**src/rtl/pulse_sync_stretch.sv**
```systemverilog
// Multi-channel pulse synchroniser with rising-edge detect, single-cycle pulse,
// programmable stretch window and saturating per-channel missed-edge counters.
module pulse_sync_stretch #(
  parameter int CHANNELS    = 4,
  parameter int SYNC_STAGES = 3,
  parameter int CNT_WIDTH   = 8
) (
  input  logic                          CLK,
  input  logic                          RST,
  input  logic [CHANNELS-1:0]           PULSE_IN,
  input  logic [CNT_WIDTH-1:0]          STRETCH_LEN,
  input  logic                          RETRIGGER,
  input  logic                          CLR_MISSED,
  output logic [CHANNELS-1:0]           PULSE_OUT,
  output logic [CHANNELS-1:0]           STRETCH_OUT,
  output logic [CHANNELS*CNT_WIDTH-1:0] MISSED
);

  localparam logic [CNT_WIDTH-1:0] CNT_ONE = CNT_WIDTH'(1);
  localparam logic [CNT_WIDTH-1:0] CNT_MAX = '1;

  logic [SYNC_STAGES-1:0] sync_q   [CHANNELS];
  logic [CHANNELS-1:0]    dly_q;
  logic [CHANNELS-1:0]    pulse_q;
  logic [CNT_WIDTH-1:0]   cnt_q    [CHANNELS];
  logic [CNT_WIDTH-1:0]   cnt_d    [CHANNELS];
  logic [CNT_WIDTH-1:0]   missed_q [CHANNELS];
  logic [CNT_WIDTH-1:0]   missed_d [CHANNELS];
  logic [CHANNELS-1:0]    rise_d;
  logic [CHANNELS-1:0]    miss_d;

  // An edge seen while the window is still open (including its last cycle) is
  // either a reload or a miss; the window itself keeps counting down on a miss.
  always_comb begin
    rise_d = '0;
    miss_d = '0;
    for (int i = 0; i < CHANNELS; i++) begin
      cnt_d[i]    = cnt_q[i];
      missed_d[i] = missed_q[i];
      rise_d[i]   = sync_q[i][SYNC_STAGES-1] & ~dly_q[i];
      if (cnt_q[i] != '0) begin
        cnt_d[i] = cnt_q[i] - CNT_ONE;
      end
      if (rise_d[i]) begin
        if ((cnt_q[i] == '0) || RETRIGGER) begin
          cnt_d[i] = STRETCH_LEN;
        end else begin
          miss_d[i] = 1'b1;
        end
      end
      if (CLR_MISSED) begin
        missed_d[i] = '0;
      end else if (miss_d[i] && (missed_q[i] != CNT_MAX)) begin
        missed_d[i] = missed_q[i] + CNT_ONE;
      end
    end
  end

  always_ff @(posedge CLK or posedge RST) begin
    if (RST) begin
      dly_q   <= '0;
      pulse_q <= '0;
      for (int i = 0; i < CHANNELS; i++) begin
        sync_q[i]   <= '0;
        cnt_q[i]    <= '0;
        missed_q[i] <= '0;
      end
    end else begin
      pulse_q <= rise_d;
      for (int i = 0; i < CHANNELS; i++) begin
        sync_q[i]   <= {sync_q[i][SYNC_STAGES-2:0], PULSE_IN[i]};
        dly_q[i]    <= sync_q[i][SYNC_STAGES-1];
        cnt_q[i]    <= cnt_d[i];
        missed_q[i] <= missed_d[i];
      end
    end
  end

  always_comb begin
    PULSE_OUT = pulse_q;
    for (int i = 0; i < CHANNELS; i++) begin
      STRETCH_OUT[i]                   = (cnt_q[i] != '0);
      MISSED[i*CNT_WIDTH +: CNT_WIDTH] = missed_q[i];
    end
  end

endmodule

```
**config.mk**
```make
export PLATFORM = sky130hd
export DESIGN_NAME = pulse_sync_stretch
export DESIGN_NICKNAME = d
export VERILOG_FILES = /design/src/rtl/pulse_sync_stretch.sv
export SDC_FILE = /design/constraint.sdc
export NUM_CORES = 1
export LEC_CHECK = 0
export ABC_AREA = 1
export CAP_MARGIN = 20
export CORE_UTILIZATION = 56
export CTS_CLUSTER_DIAMETER = 60
export CTS_CLUSTER_SIZE = 40
export DETAILED_ROUTE_END_ITERATION = 8
export GPL_TIMING_DRIVEN = 0
export PLACE_DENSITY = 0.9
export REMOVE_ABC_BUFFERS = 1
export SLEW_MARGIN = 20
export SYNTH_ARGS = -nofsm -noshare
export SYNTH_HDL_FRONTEND = slang
export SYNTH_SLANG_ARGS = --single-unit
```
**constraint.sdc**
```tcl
create_clock -name CLK -period 4.35 [get_ports CLK]
set_input_delay 1.305 -clock CLK [delete_from_list [all_inputs] [get_ports CLK]]
set_output_delay 1.305 -clock CLK [all_outputs]
set_load 0.02 [all_outputs]
```
==> flow_summary.ini, run 1 <==
[yosys]
synth.distinct_cells = 29
seq_area_frac_synth = 0.4433
syn_area_mm2 = 0.004742
synth.avg_cell_area_um2 = 7.761
yosys_warnings = 0
synth-seq-cells = 84
syn-instance-count = 611

[global_routing]
grt_max_degree = 55
gr-max-usage-layer = met2
grt_first_pass_wirelength_um = 18080
grtUsageTotal = 0.2667
grt_pass1_vias = 4027
grt_util_met2 = 0.4647
grtUsageMet1 = 0.3214
use_met3 = 0.04369
grt-ovfl-total = 0
antenna_found_initial = 0

[timing]
min_period_ns = 3.293
fmax_ghz = 0.3037
worst_pin_slew_ns = 0.7810
finalMaxSlewViolations = 0
rsz0062_at_grt = false
slew_headroom = 0.4777
hold_violations = 0
finalSetupTns_ns = 0
post-route-period-util = 0.7571
setup_viol = 0
skew_ns = 0.01443

[floorplanning]
initial_utilization = 0.5771
die_w_um = 94.02
rows = 33
dieArea_mm2 = 0.008840
io_pins = 56
die_h_um = 94.02
core_area_mm2 = 0.008217

[worst_setup_path]
worstPathCellList = inv_1, ha_1, nand2_1, nor2_1, nand2_2, clkdlybuf4s50_1
r2r_start = cnt_q[0]
cp_top_family = buffers and inverters
worst-path-buf-inv = 2
cpPeakStageDelay_ns = 0.56
required_ns = 3.04
cp_max_fo = 5
critPathKind = reg -> out
critPathLaunch = cnt_q[0]
critPathCaptureType = output pin
crit_slowest_cell = clkdlybuf4s50_1
worst_setup_path_start_kind = flip-flop
cp_data_arrival_time_ns = 1.99

[layout]
fin_area_mm2 = 0.005655
fin_cells = 780
fill_cells = 645
num_antenna_cells = 0
layout-drive-gt1-share = 0.09926
nets = 695
area_delta_synth_final_pct = 19.26

[clock_tree]
cts_made_buffers = 9
cts.sinks = 84
htree_levels = 3
cts_tree = done
clkLatencyLatePin_ns = 0.36
cts_hold_buf = 0
cts_setup_buffers = 0
cts-resized-gates = 0
path_clk_slew_ns = 0.08
clock-root-buffer = clkbuf_8
cts_max_path_buffers = 2

[drt]
dr.pass1.iters = 5
wl_per_cell_um = 13.91
viasPerCell = 5.336
post-route-drc-count = 0
final_antenna_net_count = 0
routed_wl_um = 10850
num_vias = 4162
drt_iter0_markers = 238

[placement]
hpwlAfterDp_um = 7573
placed_cell_area_mm2 = 0.005406
portBuffers = 55
placedCellCount = 764
place.gp.congestion = 0.9281

[power]
leakagePower_nw = 2.726
ir_worst_vdd_v = 0.0002296
p_per_area_mw_per_mm2 = 486.7

[worst_hold_path]
hold_class = reg -> reg
min_from = sync_q[4]

[flow_run]
maxCapViolations = 0

[run_status]
status = completed
per-layer routing:
metal	part of all wire	wire, um	vias up
met2	0.51	5530	135
met4	0.022	240	0
met1	0.41	4464	1978
li1	-	-	2026
met5	0	0	-
met3	0.057	615	23
sequential cells by signal, summed over array words and instances (netlist names):
signal / count
MISSED: 32
sync_q: 12
PULSE_OUT: 4
cnt_q: 32
dly_q: 4
worst paths after layout:
kind                                        to  slack (ns)  cells past startpoint
max in group asynchronous            cnt_q[18]        2.46                      3
worst max-delay path            STRETCH_OUT[3]        1.06                      6
worst min register to register       sync_q[5]        0.35                      0
worst min-delay path                 sync_q[5]        0.35                      0
min in group asynchronous            MISSED[6]        1.30                      2
worst max register to register      MISSED[30]        2.74                      9
cells in the final DEF, fill, tap and decap left out, types with 8 or more instances in the layout:
master | Yosys | layout
nor3_1 | 9 | 9
nor2_2 | 8 | 8
o21ai_0 | 22 | 22
nand3_1 | 52 | 52
dfrtp_1 | 84 | 84
clkdlybuf4s50_1 | 0 | 54
nand2_1 | 171 | 171
nor2_1 | 82 | 82
clkbuf_8 | 0 | 10
ha_1 | 9 | 9
o21ai_1 | 18 | 18
xor2_1 | 25 | 25
inv_1 | 71 | 70
power breakdown:
group          total (mW)  switching [mW]  leakage (nW)  internal [mW]
registers            1.11           0.156          1.06          0.958
clock network       0.685           0.288         0.122          0.397
logic               0.954           0.586          1.54          0.368
cell type report:
cell class | count | area [um^2] | area share
clock buffer | 10 | 137.6 | 0.02434
sequential | 84 | 2102 | 0.3717
inverter | 79 | 306.5 | 0.05420
tap | 105 | 131.4 | 0.02323
multi-input combinational | 440 | 2293 | 0.4055
clock inverter | 6 | 111.4 | 0.01969
timing repair buffer | 56 | 573.1 | 0.1013
cell families after synthesis:
group,synth area share
flops,0.4433
compound gates,0.06465
simple gates,0.3435
fa+ha+maj,0.02375
buf+inv,0.07309
xor+xnor,0.05172
synthesized netlist by cell type (all sizes together):
library cell | number | area share
nor3b | 2 | 0.0032
ha | 9 | 0.024
nor3 | 9 | 0.0095
clkinv | 1 | 0.0018
buf | 3 | 0.0050
nand3 | 54 | 0.059
xor2 | 25 | 0.046
o21bai | 3 | 0.0047
xnor2 | 3 | 0.0055
nand4 | 8 | 0.023
nand2 | 183 | 0.16
nor2 | 97 | 0.092
o21ai | 43 | 0.053
clkbuf | 5 | 0.0040
dfrtp | 84 | 0.44
inv | 78 | 0.062
a21oi | 4 | 0.0074
metrics by stage:
step	hold slack [ns]	power, mW	utilization	setup WS [ns]
4_1_cts	0.3557	2.752	0.6883	1.052
5_1_grt	0.3670	2.941	0.6883	0.9615
6_report	0.3512	2.752	0.6883	1.057
3_5_place_dp	0.3364	2.061	0.6580	1.258
2_1_floorplan	0.3312	1.817	-	0.8799
3_3_place_gp	0.3321	1.990	0.6549	-0.3994
No activity file was read; power rests on OpenSTA's default activity.
==> run 2: changes to the inputs <==
clock period = 3.32 ns   (was 4.35 ns; I/O delays follow)
==> results of run 2 <==
Same layout as run 1 (identical final DEF). Status: completed.
Among the figures that moved: setup slack after placement 1.258 ns -> 0.5369 ns; setup slack after layout 1.057 ns -> 0.3358 ns; register-to-register setup slack 2.74 ns -> 1.71 ns; total power 2.752 mW -> 3.606 mW; worst IR drop on VDD 0.0002296 V -> 0.0003008 V
